==> src/rtl/fp_addsub_pipe_if.sv <==
// Operand/result bundle for fp_addsub_pipe.
// master drives in_A/in_B/in_Sub/in_En; slave returns out_Out/out_Ready/out_Flags.
interface fp_addsub_pipe_if #(
  parameter int EXP_W = 5,
  parameter int MAN_W = 10
);
  localparam int W = 1 + EXP_W + MAN_W;

  logic [W-1:0] in_A;
  logic [W-1:0] in_B;
  logic         in_Sub;
  logic         in_En;
  logic [W-1:0] out_Out;
  logic         out_Ready;
  logic [2:0]   out_Flags;

  modport master (
    output in_A, in_B, in_Sub, in_En,
    input  out_Out, out_Ready, out_Flags
  );

  modport slave (
    input  in_A, in_B, in_Sub, in_En,
    output out_Out, out_Ready, out_Flags
  );
endinterface

==> src/rtl/fp_addsub_pipe.sv <==
// Pipelined float add/sub, round-to-nearest-even, latency 4, 1 op/clk.
// Ports: clk, rst (async, active high), bus (slave: operands in, result+flags out).
module fp_addsub_pipe #(
  parameter int EXP_W = 5,
  parameter int MAN_W = 10
) (
  input logic            clk,
  input logic            rst,
  fp_addsub_pipe_if.slave bus
);
  localparam int W     = 1 + EXP_W + MAN_W;
  localparam int SW    = MAN_W + 4;
  localparam int AW    = MAN_W + 5;
  localparam int SHMAX = MAN_W + 3;
  localparam int LZW   = $clog2(SW + 1);
  localparam int EW    = ((EXP_W > LZW) ? EXP_W : LZW) + 2;

  localparam logic [EW-1:0] EMAXW = EW'((1 << EXP_W) - 1);

  typedef struct packed {
    logic [W-1:0] a;
    logic [W-1:0] b;
    logic         sub;
  } s0_t;

  typedef struct packed {
    logic             nan;
    logic             inf;
    logic             inf_s;
    logic             s_big;
    logic             s_sml;
    logic [EXP_W-1:0] e_big;
    logic [EXP_W-1:0] diff;
    logic [MAN_W:0]   m_big;
    logic [MAN_W:0]   m_sml;
  } s1_t;

  typedef struct packed {
    logic             nan;
    logic             inf;
    logic             inf_s;
    logic             sign;
    logic             zsign;
    logic [EXP_W-1:0] e;
    logic [AW-1:0]    sum;
  } s2_t;

  typedef struct packed {
    logic          nan;
    logic          inf;
    logic          inf_s;
    logic          sign;
    logic          zero;
    logic [EW-1:0] e;
    logic [SW-1:0] m;
  } s3_t;

  logic v0, v1, v2, v3;
  s0_t  r0;
  s1_t  r1, c1;
  s2_t  r2, c2;
  s3_t  r3, c3;

  // unpack / swap
  logic             sa, sb;
  logic [EXP_W-1:0] ea, eb;
  logic [MAN_W-1:0] fa, fb;
  logic             za, zb, ia, ib, na, nb;
  logic [W-2:0]     ka, kb;

  always_comb begin
    sa = r0.a[W-1];
    sb = r0.b[W-1] ^ r0.sub;
    ea = r0.a[W-2:MAN_W];
    eb = r0.b[W-2:MAN_W];
    fa = r0.a[MAN_W-1:0];
    fb = r0.b[MAN_W-1:0];
    za = (ea == '0);
    zb = (eb == '0);
    ia = (&ea) && (fa == '0);
    ib = (&eb) && (fb == '0);
    na = (&ea) && (fa != '0);
    nb = (&eb) && (fb != '0);
    // subnormals flush to zero magnitude
    ka = za ? '0 : r0.a[W-2:0];
    kb = zb ? '0 : r0.b[W-2:0];
    c1 = '0;
    c1.nan   = na | nb | (ia & ib & (sa ^ sb));
    c1.inf   = ia | ib;
    c1.inf_s = ia ? sa : sb;
    if (kb > ka) begin
      c1.s_big = sb;
      c1.s_sml = sa;
      c1.e_big = kb[W-2:MAN_W];
      c1.diff  = kb[W-2:MAN_W] - ka[W-2:MAN_W];
      c1.m_big = {~zb, kb[MAN_W-1:0]};
      c1.m_sml = {~za, ka[MAN_W-1:0]};
    end else begin
      c1.s_big = sa;
      c1.s_sml = sb;
      c1.e_big = ka[W-2:MAN_W];
      c1.diff  = ka[W-2:MAN_W] - kb[W-2:MAN_W];
      c1.m_big = {~za, ka[MAN_W-1:0]};
      c1.m_sml = {~zb, kb[MAN_W-1:0]};
    end
  end

  // align / add
  logic [EXP_W-1:0] sh;
  logic [2*SW-1:0]  wide;
  logic [SW-1:0]    aln;
  logic [AW-1:0]    xb, xs;

  always_comb begin
    sh = (r1.diff > EXP_W'(SHMAX)) ? EXP_W'(SHMAX) : r1.diff;
    wide = {r1.m_sml, 3'b000, {SW{1'b0}}} >> sh;
    // lower half holds every bit shifted past sticky
    aln = {wide[2*SW-1:SW+1], wide[SW] | (|wide[SW-1:0])};
    xb = {1'b0, r1.m_big, 3'b000};
    xs = {1'b0, aln};
    c2 = '0;
    c2.nan   = r1.nan;
    c2.inf   = r1.inf;
    c2.inf_s = r1.inf_s;
    c2.sign  = r1.s_big;
    // a zero sum is -0 only when both inputs were negative
    c2.zsign = r1.s_big & r1.s_sml;
    c2.e     = r1.e_big;
    c2.sum   = (r1.s_big == r1.s_sml) ? xb + xs : xb - xs;
  end

  // normalise
  logic [LZW-1:0] lz;

  always_comb begin
    lz = LZW'(SW);
    for (int i = 0; i < SW; i++) begin
      if (r2.sum[i]) lz = LZW'(SW - 1 - i);
    end
    c3 = '0;
    c3.nan   = r2.nan;
    c3.inf   = r2.inf;
    c3.inf_s = r2.inf_s;
    c3.zero  = (r2.sum == '0);
    c3.sign  = c3.zero ? r2.zsign : r2.sign;
    if (r2.sum[AW-1]) begin
      c3.m = {r2.sum[AW-1:2], r2.sum[1] | r2.sum[0]};
      c3.e = {{(EW-EXP_W){1'b0}}, r2.e} + EW'(1);
    end else begin
      c3.m = r2.sum[SW-1:0] << lz;
      c3.e = {{(EW-EXP_W){1'b0}}, r2.e}
           - {{(EW-LZW){1'b0}}, lz};
    end
  end

  // round / pack
  logic             g, r, s, up;
  logic [MAN_W+1:0] rm;
  logic [EW-1:0]    ef;
  logic [MAN_W-1:0] fr;
  logic [W-1:0]     o_out;
  logic [2:0]       o_flags;

  always_comb begin
    g  = r3.m[2];
    r  = r3.m[1];
    s  = r3.m[0];
    up = g & (r | s | r3.m[3]);
    rm = {1'b0, r3.m[SW-1:3]} + {{(MAN_W+1){1'b0}}, up};
    ef = r3.e + {{(EW-1){1'b0}}, rm[MAN_W+1]};
    fr = rm[MAN_W+1] ? rm[MAN_W:1] : rm[MAN_W-1:0];
    o_out   = '0;
    o_flags = '0;
    if (r3.nan) begin
      o_out   = {1'b0, {EXP_W{1'b1}}, 1'b1, {(MAN_W-1){1'b0}}};
      o_flags = 3'b100;
    end else if (r3.inf) begin
      o_out = {r3.inf_s, {EXP_W{1'b1}}, {MAN_W{1'b0}}};
    end else if (r3.zero) begin
      o_out = {r3.sign, {(W-1){1'b0}}};
    end else if ($signed(r3.e) <= 0) begin
      o_flags = 3'b001;
    end else if ($signed(ef) >= $signed(EMAXW)) begin
      o_out   = {r3.sign, {EXP_W{1'b1}}, {MAN_W{1'b0}}};
      o_flags = 3'b011;
    end else begin
      o_out   = {r3.sign, ef[EXP_W-1:0], fr};
      o_flags = {2'b00, g | r | s};
    end
  end

  always_ff @(posedge clk or posedge rst) begin
    if (rst) begin
      v0            <= 1'b0;
      v1            <= 1'b0;
      v2            <= 1'b0;
      v3            <= 1'b0;
      r0            <= '0;
      r1            <= '0;
      r2            <= '0;
      r3            <= '0;
      bus.out_Out   <= '0;
      bus.out_Ready <= 1'b0;
      bus.out_Flags <= '0;
    end else begin
      v0 <= bus.in_En;
      v1 <= v0;
      v2 <= v1;
      v3 <= v2;
      if (bus.in_En) begin
        r0.a   <= bus.in_A;
        r0.b   <= bus.in_B;
        r0.sub <= bus.in_Sub;
      end
      if (v0) r1 <= c1;
      if (v1) r2 <= c2;
      if (v2) r3 <= c3;
      bus.out_Ready <= v3;
      if (v3) begin
        bus.out_Out   <= o_out;
        bus.out_Flags <= o_flags;
      end
    end
  end
endmodule

==> src/flat_wrapper.sv <==
// flat-port wrapper written by rule: the top's interface ports become plain ports
module fp_addsub_pipe_flat 
#(
  parameter int EXP_W = 5,
  parameter int MAN_W = 10
)
  (clk, rst, bus_in_A, bus_in_B, bus_in_Sub, bus_in_En, bus_out_Out, bus_out_Ready, bus_out_Flags);
  fp_addsub_pipe_if #(.EXP_W(EXP_W), .MAN_W(MAN_W)) bus_i ();
  input logic clk;
  input logic rst;
  input wire logic [$bits(bus_i.in_A)-1:0] bus_in_A;
  input wire logic [$bits(bus_i.in_B)-1:0] bus_in_B;
  input wire logic [$bits(bus_i.in_Sub)-1:0] bus_in_Sub;
  input wire logic [$bits(bus_i.in_En)-1:0] bus_in_En;
  output wire logic [$bits(bus_i.out_Out)-1:0] bus_out_Out;
  output wire logic [$bits(bus_i.out_Ready)-1:0] bus_out_Ready;
  output wire logic [$bits(bus_i.out_Flags)-1:0] bus_out_Flags;
  assign bus_i.in_A = bus_in_A;
  assign bus_i.in_B = bus_in_B;
  assign bus_i.in_Sub = bus_in_Sub;
  assign bus_i.in_En = bus_in_En;
  assign bus_out_Out = bus_i.out_Out;
  assign bus_out_Ready = bus_i.out_Ready;
  assign bus_out_Flags = bus_i.out_Flags;
  fp_addsub_pipe #(.EXP_W(EXP_W), .MAN_W(MAN_W)) u_core (.clk(clk), .rst(rst), .bus(bus_i));
endmodule
==> config.mk <==
export PLATFORM = sky130hd
export DESIGN_NAME = fp_addsub_pipe_flat
export DESIGN_NICKNAME = d
export VERILOG_FILES = /design/src/rtl/fp_addsub_pipe_if.sv /design/src/rtl/fp_addsub_pipe.sv /design/src/flat_wrapper.sv
export SDC_FILE = /design/constraint.sdc
export NUM_CORES = 1
export LEC_CHECK = 0
export CAP_MARGIN = 40
export CORE_UTILIZATION = 51
export DETAILED_ROUTE_END_ITERATION = 8
export GPL_TIMING_DRIVEN = 0
export PLACE_DENSITY = 0.7
export REMOVE_ABC_BUFFERS = 1
export SYNTH_ARGS = -nofsm -noshare
export SYNTH_HDL_FRONTEND = slang
export SYNTH_SLANG_ARGS = --single-unit
==> constraint.sdc <==
create_clock -name clk -period 5.4 [get_ports clk]
set_input_delay 1.08 -clock clk [delete_from_list [all_inputs] [get_ports clk]]
set_output_delay 1.08 -clock clk [all_outputs]
set_load 0.01 [all_outputs]
==> results.cfg <==
[run_status]
status = finished clean

[final_layout]
drive_gt1_share_pct = 11.97
diodes = 0
nNetsFinal = 1226
mostFrequentLayoutCells = dfrtp_1, nor2_1, a21oi_1
fillCellCount = 1650
multi_input_area_sq_um = 5723
seqCellArea_sq_um = 3632
stdcell_count = 1405
finalInstanceArea_sq_um = 11300
fin_util_pct = 60.01
synthToLayoutAreaGrowth_pct = 14.27
layout_commonest_cell = dfrtp_1

[yosys]
synth_top_cell_by_area = dfrtp_1
yosysUniqueCellTypes = 72
synth_edf_count = 0
netlist.area_leader.share_pct = 36.69
ys_seq_area_share_pct = 36.69
ys_ff_latch = 145
synth_area_leaders = dfrtp_1, mux2_2, ha_1, a21oi_1, nor2_1
synthFlopType = dfrtp_1
synthCells = 1114
synth_async_sr_flop_share_pct = 100.0
ys.warnings.count = 0
postSynthAreaPerCell_sq_um = 8.876
syn_area_sq_um = 9888

[setup_path]
crit_fanout = 23
r2r_slack_ps = 500
crit_chain = inv_1, nand2_1, a22oi_1, nor2_1, a31oi_1, inv_1, a21oi_1, nor2_1, a31oi_1, or2_2, inv_1, ha_1, fa_1, nand2b_1, a21oi_1, o21bai_1, a21oi_1, o21ai_0, a21oi_1, o21bai_1, a21oi_1, o21a_1, nor4b_1, o21ai_0
crit_arrival_ps = 5190
worstRegToRegCells = 24
r2r-start = u_core.r1[26]
crit_start = u_core.r1[26]
endpoint = u_core.r2[13]
critPathCaptureType = flip-flop
crit_top_cell = a21oi_1
crit_type = flip-flop to flip-flop
slowest_stage = dfrtp_2
critPathLaunchType = flip-flop
r2r-end = u_core.r2[13]
required_ps = 5690
max_stage_delay_ps = 580

[clock_network]
clock_path_buffers = 2
cts_setup_buffers = 0
clkTransAtPathRegs_ps = 60
cts_tree = built
clock_sinks = 145
insertion_delay_ps = 420
cts-root-buf = clkbuf_16
cts_max_level = 4
numCtsBuffers = 17

[place]
dpl_cell_area_sq_um = 10670
placed_cells = 1373
hpwl_mm = 17.26
portBuffers = 55
gp_congestion = 0.9155

[power]
power.density_nw_per_um2 = 522.0
internal-power_mw = 3.463
vdd_drop_max_mv = 0.2752
power_frac_clock_pct = 21.3
cellLeakagePower_nw = 4.999
p_comb_share_pct = 47.0
power_frac_seq_pct = 31.7
p_sw_share_pct = 41.28
power.switching_mw = 2.435

[sta]
finalClockSkew_ps = 9.126
post-route-period-util_pct = 90.73
clock.fmax_mhz = 204.1
setup_viol = 0
hold_viol = 0
holdWs_ps = 482.6
maxSlewHeadroom_pct = 45.63
slew_violations = 0
rsz0062_at_grt = no
tns_ps = 0
tightest_slew_ps = 815.5
period_minus_slack_ps = 4900

[global_routing]
antenna_found_initial = 0
grt_pass1_wl_mm = 39.53
gr-usage-all-layers_pct = 24.99
grt_pass1_vias = 7710
grt-ovfl-total = 0
grt_max_degree = 96

[floorplan]
rows = 50
die_w_um = 141.2
core-area_sq_um = 18830
pin_count = 56
initial_utilization_pct = 52.51
dieHeight_um = 141.2
die_area_sq_um = 19950

[route]
ant_nets = 0
drt_iter0_markers = 562
dr.pass1.iters = 8
via_per_inst = 5.843
avgRoutedWirePerCell_um = 16.88
num_vias = 8210
drcViolationCount = 0
wirelength_mm = 23.72

[worst_hold_path]
hold_path.class = flip-flop to flip-flop

[flow_run]
cap_violations = 0
cell type report:
type,instances,share of cell area [%]
multi-input combinational,830,50.65
timing repair buffer,66,6.334
tap,260,2.879
clock inverter,12,1.606
clock buffer,20,3.953
inverter,72,2.436
sequential,145,32.14
synth_stat cells, drive strengths merged, types with 4 or more instances:
| master | n |
|---|---|
| a41oi | 4 |
| nor3 | 17 |
| a21boi | 4 |
| o21bai | 6 |
| fa | 4 |
| ha | 54 |
| o211ai | 7 |
| mux4 | 4 |
| buf | 13 |
| mux2 | 75 |
| a21oi | 112 |
| nor2 | 120 |
| o21ai | 53 |
| o22ai | 7 |
| a32o | 4 |
| dfrtp | 145 |
| a22oi | 4 |
| o31ai | 9 |
| nand2 | 91 |
| nand2b | 19 |
| xor2 | 11 |
| o21a | 11 |
| a211oi | 9 |
| o2bb2ai | 10 |
| a21o | 14 |
| nor4 | 13 |
| clkbuf | 54 |
| a22o | 5 |
| a31oi | 8 |
| or2 | 8 |
| nand4 | 6 |
| mux2i | 37 |
| nor2b | 7 |
| nand3 | 20 |
| inv | 70 |
| and3 | 15 |
| xnor2 | 17 |
through the flow:
| step | power, mW | worst slack (ps) |
|---|---|---|
| finish | 5.898 | 500.3 |
| global route | 6.321 | 63.37 |
| CTS | 5.896 | 359.8 |
| global placement | 4.533 | -1570 |
| floorplan | 3.795 | 425.4 |
| detailed placement | 4.612 | 367.6 |
state kept, by name, indices dropped and copies added, names as in the netlist, 3 cells and up:
| register | flops |
|---|---|
| u_core.fb | 10 |
| u_core.bus.out_Flags | 3 |
| u_core.ea | 5 |
| u_core.r3 | 24 |
| u_core.r1 | 28 |
| u_core.c2 | 9 |
| u_core.eb | 5 |
| u_core.fa | 10 |
| u_core.r2 | 22 |
| u_core.bus.out_Out | 16 |
| u_core.r0 | 3 |
| u_core.c3 | 3 |
routing by layer:
layer	global-route usage (%)	wire, um	up-vias
li1	-	-	4025
met1	32.96	10900	3933
met2	41.58	11370	208
met3	3.736	892	44
met4	9.268	561	0
met5	0	0	-
worst min-delay path by stage:
stage                          startpoint                     to  slack [ps]  cells after the start
finish              u_core.bus.out_Out[7]  u_core.bus.out_Out[7]         480                      1
global route        u_core.bus.out_Out[5]  u_core.bus.out_Out[5]         510                      1
CTS                 u_core.bus.out_Out[7]  u_core.bus.out_Out[7]         490                      1
floorplan                   u_core.c2[15]          u_core.r2[15]         450                      2
global placement    u_core.bus.out_Out[7]  u_core.bus.out_Out[7]         470                      1
detailed placement  u_core.bus.out_Out[7]  u_core.bus.out_Out[7]         470                      1
kinds of logic (layout without fill, tap and decap cells):
family                   after synthesis  count (layout)  synth area share, %
adder cells (fa/ha/maj)               58              58                7.643
multiplexers                         116             116                13.24
XOR/XNOR                              28              28                2.480
flip-flops                           145             145                36.69
AO/OA/AOI/OAI                        300             300                19.37
buffers and inverters                139             170                5.491
AND/OR/NAND/NOR                      328             328                15.08
power by group through the flow:
stage                     combinational [mW]  sequential [mW]  clock [mW]
after floorplan                         2.07             1.73           0
after global placement                  2.66             1.87           0
after detailed placement                2.74             1.87           0
after CTS                               2.77             1.85        1.27
after global routing                    3.09             1.91        1.32
final                                   2.77             1.87        1.26
critical path: cells and delay by family, from the launching register on:
family                     cells  cell delay (ps)
AOI/OAI and AO/OA             13             1960
and+or+nand+nor                6             1140
adders and majority gates      2              590
DFF                            1              580
buffers and inverters          3              480
timing repair:
item | in CTS | in global routing
gates resized for setup | 0 | 2
hold buffers | 0 | 0
endpoints found under the setup margin | 0 | 1
No activity file was read; power rests on OpenSTA's default activity.
